### config.mk
export PLATFORM = sky130hd
export DESIGN_NAME = ifetch_axi_bridge
export DESIGN_NICKNAME = d
export VERILOG_FILES = /design/src/rtl/ifetch_axi_bridge.sv
export SDC_FILE = /design/constraint.sdc
export NUM_CORES = 1
export LEC_CHECK = 0
export ABC_CLOCK_PERIOD_IN_PS = 4600
export BUFFER_PORTS_ARGS = -buffer_cell sky130_fd_sc_hd__buf_2
export CAP_MARGIN = 20
export CORE_ASPECT_RATIO = 1.5
export CORE_UTILIZATION = 45
export CTS_BUF_LIST = sky130_fd_sc_hd__clkbuf_8
export CTS_CLUSTER_SIZE = 20
export DETAILED_ROUTE_END_ITERATION = 10
export GPL_ROUTABILITY_DRIVEN = 1
export PLACE_DENSITY = 0.84
export SKIP_CTS_REPAIR_TIMING = 1
export SYNTH_ARGS = -nofsm -noshare
export SYNTH_HDL_FRONTEND = slang
export SYNTH_SLANG_ARGS = --single-unit
### constraint.sdc
create_clock -name clk -period 4.6 [get_ports clk]
set_clock_uncertainty 0.1 [all_clocks]
set_input_delay 0.46 -clock clk [delete_from_list [all_inputs] [get_ports clk]]
set_output_delay 0.46 -clock clk [all_outputs]
set_load 0.05 [all_outputs]
### src/rtl/ifetch_axi_bridge.sv
// Fetch-side responder: turns one held fetch request into a single-beat AXI4 read and
// returns the instruction with a one-cycle ready pulse; a flush discards the in-flight result.
module ifetch_axi_bridge #(
  parameter logic [3:0]  ID          = 4'd0,
  parameter logic [31:0] RESET_INSTR = 32'h0000_0000
) (
  input  logic        clk,
  input  logic        rst,
  input  logic        fetch_req,
  input  logic [31:0] fetch_addr,
  input  logic        fetch_flush,
  output logic        fetch_ready,
  output logic [31:0] fetch_instr,
  output logic        fetch_err,
  output logic [3:0]  arid,
  output logic [31:0] araddr,
  output logic [7:0]  arlen,
  output logic [2:0]  arsize,
  output logic [1:0]  arburst,
  output logic        arvalid,
  input  logic        arready,
  input  logic [31:0] rdata,
  input  logic [1:0]  rresp,
  input  logic        rlast,
  input  logic        rvalid,
  output logic        rready
);

  typedef enum logic [1:0] {IDLE, ADDR, DATA, RESP} state_t;

  state_t      state, stateNext;
  logic [31:2] addrQ;
  logic        discardQ;
  logic [31:0] instrQ;
  logic        errQ;
  logic        acceptReq, captureResp, dropResp;
  logic        unusedRlast;

  // A single beat is always the last one, so rlast carries no information here.
  assign unusedRlast = rlast;

  // NOTE: every signal written here gets a default first so no path leaves it unassigned (no latches).
  always_comb begin
    stateNext   = state;
    acceptReq   = 1'b0;
    captureResp = 1'b0;
    dropResp    = 1'b0;
    case (state)
      IDLE: begin
        if (fetch_req && !fetch_flush) begin
          acceptReq = 1'b1;
          stateNext = ADDR;
        end
      end
      ADDR: begin
        if (arready) stateNext = DATA;
      end
      DATA: begin
        if (rvalid) begin
          // A flush arriving with the data beat still wins: the beat is dropped.
          if (discardQ || fetch_flush) begin
            dropResp  = 1'b1;
            stateNext = IDLE;
          end else begin
            captureResp = 1'b1;
            stateNext   = RESP;
          end
        end
      end
      RESP:    stateNext = IDLE;
      default: stateNext = IDLE;
    endcase
  end

  // NOTE: sequential state uses non-blocking assignments so all registers update from pre-edge values.
  always_ff @(posedge clk) begin
    if (rst) begin
      state    <= IDLE;
      addrQ    <= '0;
      discardQ <= 1'b0;
      instrQ   <= RESET_INSTR;
      errQ     <= 1'b0;
    end else begin
      state <= stateNext;
      if (acceptReq) addrQ <= fetch_addr[31:2];
      if (dropResp)
        discardQ <= 1'b0;
      else if (fetch_flush && (state == ADDR || state == DATA))
        discardQ <= 1'b1;
      if (captureResp) begin
        instrQ <= (rresp == 2'b00) ? rdata : RESET_INSTR;
        errQ   <= (rresp != 2'b00);
      end
    end
  end

  assign arid        = ID;
  assign araddr      = {addrQ, 2'b00};
  assign arlen       = 8'd0;
  assign arsize      = 3'b010;
  assign arburst     = 2'b01;
  assign arvalid     = (state == ADDR);
  assign rready      = (state == DATA);
  assign fetch_ready = (state == RESP);
  assign fetch_instr = instrQ;
  assign fetch_err   = errQ & (state == RESP);

endmodule

==> results_dict.tcl, run 1 <==
set metrics [dict create \
    grt_use_total 0.195 \
    synth-seq-cells 66 \
    worstSkewPairLatency_ns 0.32 \
    clock_sinks 66 \
    clkTransAtPathRegs_ns 0.07 \
    synth.distinct_cells 21 \
    die_h_um 93.4 \
    synthCells 290 \
    layout_common_cells "buf_2, dfxtp_1, nand2_1" \
    fin_hold_ws_ns 0.252 \
    pre_cts_slack_ns 2.10 \
    drive_above_1_share 0.370 \
    ys_seq_area_frac 0.528 \
    clockPowerShare 0.314 \
    power_switching_mw 0.529 \
    hold_violations 0 \
    worst_pin_slew_ns 0.663 \
    grt_pass1_vias 2189 \
    drt-total-wl_um 5670 \
    cts_tree "built" \
    io_pins 158 \
    gp_congestion 0.808 \
    vias 2352 \
    min_period_over_period 0.491 \
    area_growth_pct 34.5 \
    fin_ws_ns 2.34 \
    worstSetupStartpointType "register" \
    max_clock_freq_mhz 442 \
    post-synth-top-area-fraction 0.528 \
    drv_cap 0 \
    worstSetupEndpointType "register" \
    maxSlewViolCount 0 \
    grt_pass1_wl_um 9000 \
    setup_viol 0 \
    power_density_nw_per_um2 458 \
    dp_hpwl_um 4030 \
    arrival_ns 2.41 \
    p_leak_nw 1.65 \
    final_common_cell "buf_2" \
    intPower_mw 1.01 \
    fp.dieW_um 62.9 \
    path_max_fanout 34 \
    antenna_found_initial 0 \
    num_rows 32 \
    grt_setup_unrepaired "no" \
    first_pass_iters 4 \
    p_comb_frac 0.270 \
    port_buffers 135 \
    status "complete, no violations" \
    die_area_um2 5870 \
    wl_per_cell_um 11.6 \
    drc_errors 0 \
    initial_utilization 0.477 \
    finalSetupTns_ns 0 \
    grt_max_degree 67 \
    peakVddDrop_mv 0.255 \
    numCtsBuffers 9 \
    syn_area_um2 2500 \
    grt-ovfl-total 0 \
    drt_iter0_drc 94 \
    crit_type "reg2reg" \
    antenna_left 0 \
    post_drt_via_cell_ratio 4.80 \
    swShare 0.343 \
    fp.coreArea_um2 5250 \
    synth_area_leaders "dfxtp_1, a22oi_1, nand2_1" \
    yosysTopAreaCell "dfxtp_1" \
    antennaDiodeCount 0 \
    cts_max_level 3 \
    worst_hold_path_type "in2reg" \
    worst_ep_required_time_ns 4.75 \
    slew_headroom 0.556 \
    nets 497 \
    ys_warn_count 0 \
    pwr-share-seq 0.416 \
    syn_area_per_cell_um2 8.63 \
    fin_crit_ns 2.26 \
    cts_root_buf "clkbuf_8" \
    clockBufferDepth 2 \
]
-- worst max-delay path: stages (launching register included) --
cell and delay, ns:
dfxtp_1 0.35, inv_1 0.14, ha_1 0.22, nand4bb_1 0.12
buf_4 0.26, nor3_4 0.55, buf_8 0.24, a22oi_1 0.08
nor2_1 0.12
-- power by group through the flow --
stage / clock network (mW) / logic (mW) / registers [mW]
after global routing: 0.527 / 0.451 / 0.647
final: 0.484 / 0.417 / 0.641
after floorplan: 0 / 0.220 / 0.760
after global placement: 0 / 0.403 / 0.652
after detailed placement: 0 / 0.411 / 0.654
after CTS: 0.498 / 0.411 / 0.641
-- synth_stat cells, drive strengths merged --
cell type / instances
nand2: 61
dfxtp: 66
or2: 1
nor3: 2
inv: 5
a211oi: 2
and2: 1
a311oi: 1
a222oi: 1
nand2b: 1
buf: 24
conb: 2
nor2b: 1
a21oi: 33
ha: 6
nand4bb: 1
a22oi: 32
nor2: 35
clkbuf: 15
-- sequential cells by signal, summed over array words and instances (netlist names) --
register	flops
addrQ	30
discardQ	1
errQ	1
fetch_instr	32
state	2
-- layer usage --
metal,GRT usage,vias up,share of wire
li1,-,1179,-
met1,0.196,1047,0.40
met2,0.361,118,0.52
met3,0.0634,8,0.063
met4,0.0795,0,0.016
met5,0,-,0
-- stage by stage --
stage / utilization / instance area, um^2 / power [mW] / cells
after floorplan: - / 2570 / 0.981 / 307
after global placement: 0.594 / 3110 / 1.05 / 472
after detailed placement: 0.594 / 3110 / 1.06 / 472
after CTS: 0.633 / 3320 / 1.55 / 487
after global routing: 0.642 / 3370 / 1.63 / 490
final: 0.642 / 3370 / 1.54 / 490
-- final cells by class --
class	instances	area [um^2]
Fill cell	461	1880
Sequential cell	66	1320
Multi-Input combinational cell	197	1010
Timing Repair Buffer	139	733
Clock buffer	12	165
Tap cell	68	85.1
Clock inverter	3	38.8
Inverter	5	18.8
-- path summary, 6_finish.rpt --
| check | from | endpoint | slack, ns | depth (start not counted) |
|---|---|---|---|---|
| max | state[0]$_SDFFE_PP0P_ | fetch_instr[26]$_SDFFE_PP0P_ | 2.34 | 8 |
| min | rvalid | discardQ$_SDFFE_PP0P_ | 0.25 | 2 |
| max reg2reg | state[0]$_SDFFE_PP0P_ | fetch_instr[26]$_SDFFE_PP0P_ | 2.34 | 8 |
| min reg2reg | addrQ[4]$_SDFFE_PP0P_ | addrQ[4]$_SDFFE_PP0P_ | 0.35 | 2 |
-- logic make-up after synthesis --
logic type                 synth area share
buffers and inverters                0.0970
other                               0.00300
AOI/OAI and AO/OA                     0.175
DFF                                   0.528
and+or+nand+nor                       0.167
adders and majority gates            0.0300
(Power assumes the default switching activity.)
==> run 2: changes to the inputs <==
ABC_AREA = 1   (was default)
ABC_CLOCK_PERIOD_IN_PS = 2009   (was 4600)
CORE_UTILIZATION = 40   (was 45)
PLACE_DENSITY = 0.78   (was 0.84)
clock period = 2.01 ns   (was 4.6 ns; I/O delays follow)
==> run 2 against run 1 <==
- largest power group unchanged
- critical path type unchanged
- utilization fell by 9.5 points
- critical endpoint is now addrQ[25]$_SDFFE_PP0P_
- first-iteration DRC count fell by 45%
- global-route usage fell by 2.8 points
- clock power rose by 130%
- largest cell class unchanged
==> results_dict.tcl, run 2 <==
set metrics [dict create \
    worstSkewPairLatency_ns 0.33 \
    clkTransAtPathRegs_ns 0.08 \
    arrival_ns 1.87 \
    grt_pass1_vias 2097 \
    cts_tree "built" \
    fill_cells 611 \
    multi_input_area_um2 1010 \
    synth-seq-cells 66 \
    worstSetupEndpointType "register" \
    grt_max_degree 48 \
    post-synth-top-area-fraction 0.496 \
    maxSlewViolCount 0 \
    first_pass_iters 4 \
    grt_use_total 0.167 \
    pre_cts_slack_ns 0.247 \
    drt_iter0_drc 52 \
    syn_area_um2 2660 \
    io_pins 158 \
    setup_viol 0 \
    final_common_cell "buf_2" \
    antenna_left 0 \
    layout_common_cells "buf_2, nand2_1, dfxtp_1" \
    gp_congestion 0.800 \
    crit_type "reg2reg" \
    synthMuxAreaShare 0 \
    final_util 0.547 \
    area_growth_pct 33.3 \
    cp_slowest_stage_delay_ns 0.35 \
    p_comb_frac 0.316 \
    initial_utilization 0.411 \
    largest_reg_flops 32 \
    wl_per_cell_um 10.4 \
    antenna_found_initial 0 \
    postPlaceCellArea_um2 3300 \
    drv_cap 0 \
    synth_common_cells "nand2_1, dfxtp_1, a21oi_1" \
    max_clock_freq_mhz 569 \
    yosysMostFrequentCell "nand2_1" \
    fp.coreArea_um2 6490 \
    vias 2484 \
    die_area_um2 7000 \
    post_drt_via_cell_ratio 4.50 \
    synth_area_leaders "dfxtp_1, a21oi_1, nand2_1" \
    p_leak_nw 1.75 \
    synthFlopType "dfxtp_1" \
    async_flop_share 0 \
    intPower_mw 2.37 \
    fp.dieW_um 68.6 \
    pwr-share-seq 0.398 \
    fin_ws_ns 0.254 \
    port_buffers 135 \
    synth-xor-area-share 0 \
    peakVddDrop_mv 0.819 \
    nets 550 \
    synthCells 337 \
    power_switching_mw 1.47 \
    power_density_nw_per_um2 1080 \
    synth_edf_count 0 \
    worst_hold_path_type "in2reg" \
    cts_max_level 3 \
    grt_setup_unrepaired "no" \
    cts_root_buf "clkbuf_8" \
    worstSetupStartpointType "register" \
    place_inst 531 \
    register_area_um2 1320 \
    yosys.area_share.simple 0.140 \
    antennaDiodeCount 0 \
    ys_warn_count 0 \
    path_max_fanout 47 \
    finalSetupTns_ns 0 \
    swShare 0.384 \
    power_mw 3.84 \
    fin_hold_ws_ns 0.0135 \
    min_period_over_period 0.874 \
    grt_pass1_wl_um 8680 \
    drc_errors 0 \
    fin_area_um2 3550 \
    cp_slowest_cell "dfxtp_1" \
    hold_violations 0 \
    synth_top_family_by_area "compound AO/OA/AOI/OAI gates" \
    numCtsBuffers 9 \
    drive_above_1_share 0.334 \
    grt-ovfl-total 0 \
    clock_sinks 66 \
    fin_crit_ns 1.76 \
    die_h_um 102 \
    worst_ep_required_time_ns 2.12 \
    final-instance-count-excl-fill 552 \
    clockPowerShare 0.286 \
    ys_seq_area_frac 0.496 \
    syn_area_per_cell_um2 7.90 \
    clockBufferDepth 2 \
    drt-total-wl_um 5720 \
    synth.distinct_cells 23 \
    yosysTopAreaCell "dfxtp_1" \
    synth_compound_area_frac 0.185 \
    synth_adder_area_share 0.0282 \
    dp_hpwl_um 4130 \
    status "complete, no violations" \
    num_rows 36 \
    crit_chain "inv_1, ha_1, nand3_2, buf_12, o21ai_0, a21oi_1" \
]
==> run 2: cell count changes after synthesis, moves of 5 or more <==
cell	previous run	this run
a21oi_1	33	65
a22oi_1	32	0
clkbuf_1	15	10
inv_1	5	40
nand2_1	61	75
nor2_1	35	3
o21ai_0	0	27
o21ai_1	0	5
==> run 2: metal layers <==
metal  vias to the layer above  GRT usage  wire, um
met2                       108      0.296      2930
met5                         -          0         0
li1                       1291          -         -
met3                         9     0.0647       473
met4                         0     0.0817        95
met1                      1076      0.165      2220
==> run 2: logic make-up after synthesis <==
logic type                 after synthesis
and+or+nand+nor                         87
buffers and inverters                   78
other                                    2
adders and majority gates                6
AOI/OAI and AO/OA                       98
DFF                                     66
==> run 2: critical path, delay by kind of cell, from the launching register on <==
kind | cells | cell delay, ns
flip-flops | 1 | 0.35
AND/OR/NAND/NOR | 1 | 0.27
adder cells (fa/ha/maj) | 1 | 0.22
AO/OA/AOI/OAI | 2 | 0.27
buffers and inverters | 2 | 0.41
==> run 2: path summary, 6_finish.rpt <==
kind | to | slack, ns | cells after the start | start
hold reg to reg | addrQ[10]$_SDFFE_PP0P_ | 0.34 | 2 | addrQ[10]$_SDFFE_PP0P_
setup / recovery | addrQ[25]$_SDFFE_PP0P_ | 0.25 | 6 | state[1]$_SDFFE_PP0P_
hold / removal | fetch_instr[13]$_SDFFE_PP0P_ | 0.01 | 3 | rdata[13]
setup reg to reg | addrQ[25]$_SDFFE_PP0P_ | 0.25 | 6 | state[1]$_SDFFE_PP0P_
==> run 2: final cells by class <==
class,count,share of cell area
sequential,66,0.372
multi-input combinational,210,0.285
timing repair buffer,144,0.216
inverter,40,0.0423
clock buffer,10,0.0388
tap,76,0.0268
clock inverter,6,0.0183
==> run 2: power groups by stage <==
stage          Sequential (mW)  Combinational (mW)  Clock (mW)
2_1_floorplan             1.95               0.571           0
3_3_place_gp              1.55                1.19           0
3_5_place_dp              1.56                1.21           0
4_1_cts                   1.53                1.22        1.15
5_1_grt                   1.55                1.33        1.21
6_report                  1.53                1.22        1.10
